**src/rtl/eff_mult_sched_if.sv**
```systemverilog
// ---------------------------------------------------------------------------
// eff_mult_sched_if : request/response bundle for the shared effect multiplier
// Revision: 1.0
// ---------------------------------------------------------------------------
`default_nettype none

interface eff_mult_sched_if #(
    parameter int N_REQ      = 4,
    parameter int DATA_WIDTH = 8
);
    logic                        hold;
    logic [N_REQ-1:0]            req_vld;
    logic [N_REQ-1:0]            req_rdy;
    logic [N_REQ*DATA_WIDTH-1:0] req_a;
    logic [N_REQ*DATA_WIDTH-1:0] req_b;
    logic [N_REQ-1:0]            rsp_vld;
    logic [2*DATA_WIDTH-1:0]     rsp_data;
    logic                        busy;

    modport slave (
        input  hold, req_vld, req_a, req_b,
        output req_rdy, rsp_vld, rsp_data, busy
    );

    modport master (
        output hold, req_vld, req_a, req_b,
        input  req_rdy, rsp_vld, rsp_data, busy
    );
endinterface

`default_nettype wire

```
**src/rtl/eff_mult_sched.sv**
```systemverilog
// ---------------------------------------------------------------------------
// eff_mult_sched : round-robin scheduler sharing one pipelined signed
//                  multiplier among N_REQ effect requesters.
// Revision: 1.0
// ---------------------------------------------------------------------------
`default_nettype none

module eff_mult_sched #(
    parameter int N_REQ       = 4,
    parameter int DATA_WIDTH  = 8,
    parameter int MULT_STAGES = 2
) (
    input  logic             clk,
    input  logic             rst_n,
    eff_mult_sched_if.slave  bus
);
    localparam int TAG_W = (N_REQ > 1) ? $clog2(N_REQ) : 1;
    localparam int PW    = 2 * DATA_WIDTH;

    logic [TAG_W-1:0]             ptr;
    logic [TAG_W-1:0]             ptr_next;
    logic [N_REQ-1:0]             grant;
    logic                         accept;
    logic [TAG_W-1:0]             gidx;

    logic [MULT_STAGES-1:0]       vld;
    logic [TAG_W-1:0]             tag [MULT_STAGES];
    logic signed [DATA_WIDTH-1:0] op_a;
    logic signed [DATA_WIDTH-1:0] op_b;
    logic signed [PW-1:0]         prod;
    logic [N_REQ-1:0]             rsp_onehot;

    // First pending requester at or after ptr wins; reset also forces no grant.
    always_comb begin : p_grant
        logic [TAG_W-1:0] idx;
        idx    = '0;
        grant  = '0;
        accept = 1'b0;
        gidx   = '0;
        for (int k = 0; k < N_REQ; k++) begin
            idx = TAG_W'((int'(ptr) + k) % N_REQ);
            if (!accept && rst_n && !bus.hold && bus.req_vld[idx]) begin
                grant[idx] = 1'b1;
                gidx       = idx;
                accept     = 1'b1;
            end
        end
    end

    assign ptr_next    = (gidx == TAG_W'(N_REQ - 1)) ? '0 : gidx + 1'b1;
    assign bus.req_rdy = grant;

    always_ff @(posedge clk or negedge rst_n) begin
        if (!rst_n) begin
            ptr  <= '0;
            vld  <= '0;
            op_a <= '0;
            op_b <= '0;
            for (int s = 0; s < MULT_STAGES; s++) begin
                tag[s] <= '0;
            end
        end else begin
            vld[0] <= accept;
            if (accept) begin
                ptr    <= ptr_next;
                tag[0] <= gidx;
                op_a   <= bus.req_a[gidx*DATA_WIDTH +: DATA_WIDTH];
                op_b   <= bus.req_b[gidx*DATA_WIDTH +: DATA_WIDTH];
            end
            for (int s = 1; s < MULT_STAGES; s++) begin
                vld[s] <= vld[s-1];
                tag[s] <= tag[s-1];
            end
        end
    end

    // Both operands sign-extended to full width, so the product never overflows.
    assign prod = $signed({{DATA_WIDTH{op_a[DATA_WIDTH-1]}}, op_a})
                * $signed({{DATA_WIDTH{op_b[DATA_WIDTH-1]}}, op_b});

    generate
        if (MULT_STAGES == 1) begin : g_direct
            // Operand registers only load on accept, so the product holds between results.
            assign bus.rsp_data = prod;
        end else begin : g_piped
            logic signed [PW-1:0] pdat [MULT_STAGES-1];

            always_ff @(posedge clk or negedge rst_n) begin
                if (!rst_n) begin
                    for (int s = 0; s < MULT_STAGES - 1; s++) begin
                        pdat[s] <= '0;
                    end
                end else begin
                    if (vld[0]) begin
                        pdat[0] <= prod;
                    end
                    for (int s = 1; s < MULT_STAGES - 1; s++) begin
                        if (vld[s]) begin
                            pdat[s] <= pdat[s-1];
                        end
                    end
                end
            end

            assign bus.rsp_data = pdat[MULT_STAGES-2];
        end
    endgenerate

    always_comb begin
        rsp_onehot = '0;
        for (int i = 0; i < N_REQ; i++) begin
            rsp_onehot[i] = vld[MULT_STAGES-1] && (tag[MULT_STAGES-1] == TAG_W'(i));
        end
    end

    assign bus.rsp_vld = rsp_onehot;
    assign bus.busy    = |vld;

endmodule

`default_nettype wire

```
**src/flat_wrapper.sv**
```systemverilog
// flat-port wrapper written by rule: the top's interface ports become plain ports
module eff_mult_sched_flat 
#(
    parameter int N_REQ       = 4,
    parameter int DATA_WIDTH  = 8,
    parameter int MULT_STAGES = 2
)
  (clk, rst_n, bus_hold, bus_req_vld, bus_req_a, bus_req_b, bus_req_rdy, bus_rsp_vld, bus_rsp_data, bus_busy);
  eff_mult_sched_if #(.N_REQ(N_REQ), .DATA_WIDTH(DATA_WIDTH)) bus_i ();
  input  logic clk;
  input  logic rst_n;
  input wire logic [$bits(bus_i.hold)-1:0] bus_hold;
  input wire logic [$bits(bus_i.req_vld)-1:0] bus_req_vld;
  input wire logic [$bits(bus_i.req_a)-1:0] bus_req_a;
  input wire logic [$bits(bus_i.req_b)-1:0] bus_req_b;
  output wire logic [$bits(bus_i.req_rdy)-1:0] bus_req_rdy;
  output wire logic [$bits(bus_i.rsp_vld)-1:0] bus_rsp_vld;
  output wire logic [$bits(bus_i.rsp_data)-1:0] bus_rsp_data;
  output wire logic [$bits(bus_i.busy)-1:0] bus_busy;
  assign bus_i.hold = bus_hold;
  assign bus_i.req_vld = bus_req_vld;
  assign bus_i.req_a = bus_req_a;
  assign bus_i.req_b = bus_req_b;
  assign bus_req_rdy = bus_i.req_rdy;
  assign bus_rsp_vld = bus_i.rsp_vld;
  assign bus_rsp_data = bus_i.rsp_data;
  assign bus_busy = bus_i.busy;
  eff_mult_sched #(.N_REQ(N_REQ), .DATA_WIDTH(DATA_WIDTH), .MULT_STAGES(MULT_STAGES)) u_core (.clk(clk), .rst_n(rst_n), .bus(bus_i));
endmodule
```
**config.mk**
```make
export PLATFORM = sky130hd
export DESIGN_NAME = eff_mult_sched_flat
export DESIGN_NICKNAME = d
export VERILOG_FILES = /design/src/rtl/eff_mult_sched_if.sv /design/src/rtl/eff_mult_sched.sv /design/src/flat_wrapper.sv
export SDC_FILE = /design/constraint.sdc
export NUM_CORES = 1
export LEC_CHECK = 0
export CORE_MARGIN = 5
export CORE_UTILIZATION = 30
export DETAILED_ROUTE_END_ITERATION = 10
export RECOVER_POWER = 50
export SLEW_MARGIN = 10
export SYNTH_ARGS = -nofsm -noshare
export SYNTH_HDL_FRONTEND = slang
export SYNTH_SLANG_ARGS = --single-unit
```
**constraint.sdc**
```tcl
create_clock -name clk -period 5.65 [get_ports clk]
set_input_delay 0.8475 -clock clk [delete_from_list [all_inputs] [get_ports clk]]
set_output_delay 0.8475 -clock clk [all_outputs]
set_load 0.05 [all_outputs]
```
==> flow_summary.ini <==
[outcome]
status = finished clean

[route]
vias_per_cell = 4.67
wirelength_um = 11800
num_vias = 3822
drtAntennaViolNets = 0
routedWlPerCell_um = 14.4
drc = 0
drt_iter0_drc = 159
drt_pre_antenna_iters = 5

[worst_hold_path]
hold_depth = 0
hold_start = u_core.tag[3]
worstHoldPathType = reg -> reg
min_to = u_core.tag[1]

[global_routing]
grt_use_met2_pct = 24.4
grt_use_total_pct = 13.3
grtUsageMet3_pct = 1.90
met1_usage_pct = 16.3
grt_overflow = 0
grt_pass1_wl_um = 20100
busiest_layer = met2
first_global_vias = 4155
antenna_found_initial = 0
grt_max_degree = 42

[synth]
synth_top_area_cell = fa_1
synth_warnings = 0
yosys-top-cells-count = 90 x inv_1, 55 x fa_1, 51 x nand2_1, 45 x and2_1, 40 x dfrtp_1
netlist_top_cells_area = fa_1 23%, dfrtp_1 21%, ha_1 8.8%
synth.distinct_cells = 50
netlist.area_leader.share_pct = 22.7
yosysMostFrequentCell = inv_1
seq_area_frac_synth_pct = 20.6
synth_edf_count = 0
postSynthAreaPerCell_um2 = 9.53
synth_seq_cells = 40
synth_nets = 670
ys.flop_type = dfrtp_1
async_flop_share_pct = 100
syn_inst = 510
synthesis.area_um2 = 4860

[timing]
report.final.slew_viol_count = 0
fin_ws_ns = 0.841
timing.final.crit_period_ns = 4.81
max_freq_mhz = 208
worst_pin_slew_ns = 1.10
slew_headroom_pct = 26.8
finalCritPeriodShare_pct = 85.1
fin_skew_ns = 0.0129
setup_viol = 0
tns_ns = 0
final-hold-violation-count = 0
grt_setup_unrepaired = false

[critical_path]
cp_data_required_time_ns = 5.84
cp.arrival_ns = 4.99
critPathKind = reg -> reg
crit_fanout = 9
startpoint_type = flip-flop
worst-r2r-setup-slack_ns = 0.84
r2r_end = u_core.bus.rsp_data[15]
r2r_cells = 18
worstReg2RegStart = u_core.op_b[2]
end_kind = flip-flop

[finish]
final_core_util_pct = 38.8
multiInputGateArea_um2 = 3410
regArea_um2 = 1000
fillerInstances = 1603
antenna_cells = 0
design_area_um2 = 6170
final_nets = 761
drive_above_1_share_pct = 7.64
area.growth.synth_to_final_pct = 27.0

[cts]
clock_path_buffers = 2
cts_resized = 0
cts_tree = yes
cts-buffers-inserted = 5
path_clk_slew_ns = 0.07
cts-root-buf = clkbuf_16
cts_sinks = 40
htreeDepth = 2
cts_setup_buffers = 0
clock_latency_ns = 0.30
ctsHoldBuffers = 0

[placement]
placed_cell_area_um2 = 6000
place.gp.congestion = 0.846
dp_hpwl_um = 9710
dp_slack_ns = 0.849
portBuffers = 95

[die]
design.core.area_um2 = 15900
rows = 46
die_h_um = 137
initial_core_util_pct = 30.6
fp.dieW_um = 137
io_pins = 96
dieArea_um2 = 18800

[flow_run]
maxCapViolCount = 0
-- routing by layer --
metal  part of all wire [%]  up-vias  wire length [um]
met5                      0        -                 0
met3                    3.6       10               424
met1                     43     1896              5030
met2                     52       77              6170
li1                       -     1839                 -
met4                    1.4        0               162
-- worst max-delay path: stages, from the launching register on --
cell and delay (ns):
dfrtp_1 0.47, nand2_1 0.15, inv_1 0.09, fa_1 0.64, inv_1 0.15, fa_1 0.55, inv_1 0.05, fa_1 0.53
inv_1 0.05, fa_1 0.53, inv_1 0.04, ha_1 0.22, a21oi_1 0.31, nand2_1 0.12, a21o_1 0.19, a21oi_1 0.15
a31o_2 0.13, xnor2_1 0.07, mux2_2 0.26
-- cells in the final DEF, fill, tap and decap left out, types with 2 or more instances in the layout --
cell type / instances
inv_1: 90
clkdlybuf4s50_1: 88
fa_1: 55
nand2_1: 51
and2_1: 44
dfrtp_1: 40
ha_1: 34
a21oi_1: 23
nor2_1: 23
mux2i_1: 19
o21ai_0: 15
xnor2_1: 13
mux2_2: 12
nor2b_1: 10
a221oi_2: 10
a221oi_1: 6
dlygate4sd3_1: 6
nor3_1: 5
clkbuf_16: 5
mux4_2: 4
a222oi_1: 4
nand3b_1: 4
nand2b_1: 3
a21o_1: 3
buf_4: 3
and3_1: 2
o21a_1: 2
clkbuf_1: 2
-- worst max-delay path by stage --
stage	slack, ns	startpoint	to
6_report	0.84	u_core.op_b[2]	u_core.bus.rsp_data[15]
4_1_cts	0.83	u_core.op_b[2]	u_core.bus.rsp_data[15]
5_1_grt	0.58	u_core.op_a[7]	u_core.bus.rsp_data[15]
3_5_place_dp	0.85	u_core.op_b[2]	u_core.bus.rsp_data[15]
3_3_place_gp	0.98	u_core.op_b[2]	u_core.bus.rsp_data[15]
2_1_floorplan	1.16	u_core.op_a[7]	u_core.bus.rsp_data[15]
-- cells by family (layout without fill, tap and decap cells) --
group | count (synthesis) | after routing | synth area share, %
xor+xnor | 14 | 14 | 2.52
buf+inv | 108 | 200 | 9.32
compound gates | 72 | 72 | 11.4
simple gates | 152 | 152 | 16.2
fa+ha+maj | 89 | 89 | 31.4
flops | 40 | 40 | 20.6
mux | 35 | 35 | 8.55
-- area by class of cell --
| cell class | count | area share (%) |
|---|---|---|
| multi-input combinational | 362 | 55.2 |
| sequential | 40 | 16.2 |
| timing repair buffer | 99 | 15.7 |
| inverter | 93 | 5.70 |
| tap | 216 | 4.38 |
| clock buffer | 5 | 2.03 |
| clock inverter | 3 | 0.750 |
-- flip-flops by register name, indices dropped and copies added, names as in the netlist --
name,count
u_core.tag,4
u_core.ptr,2
u_core.vld,2
u_core.bus.rsp_data,16
u_core.op_a,8
u_core.op_b,8
-- per-stage QoR --
step,std cells,hold slack [ns]
after floorplan,510,0.348
after global placement,810,0.364
after detailed placement,810,0.365
after CTS,818,0.380
after global routing,818,0.386
final,818,0.379
Power is left out: the tool's default activity adds up to more than one toggle a clock period on the data nets, which glitch-free logic cannot reach.
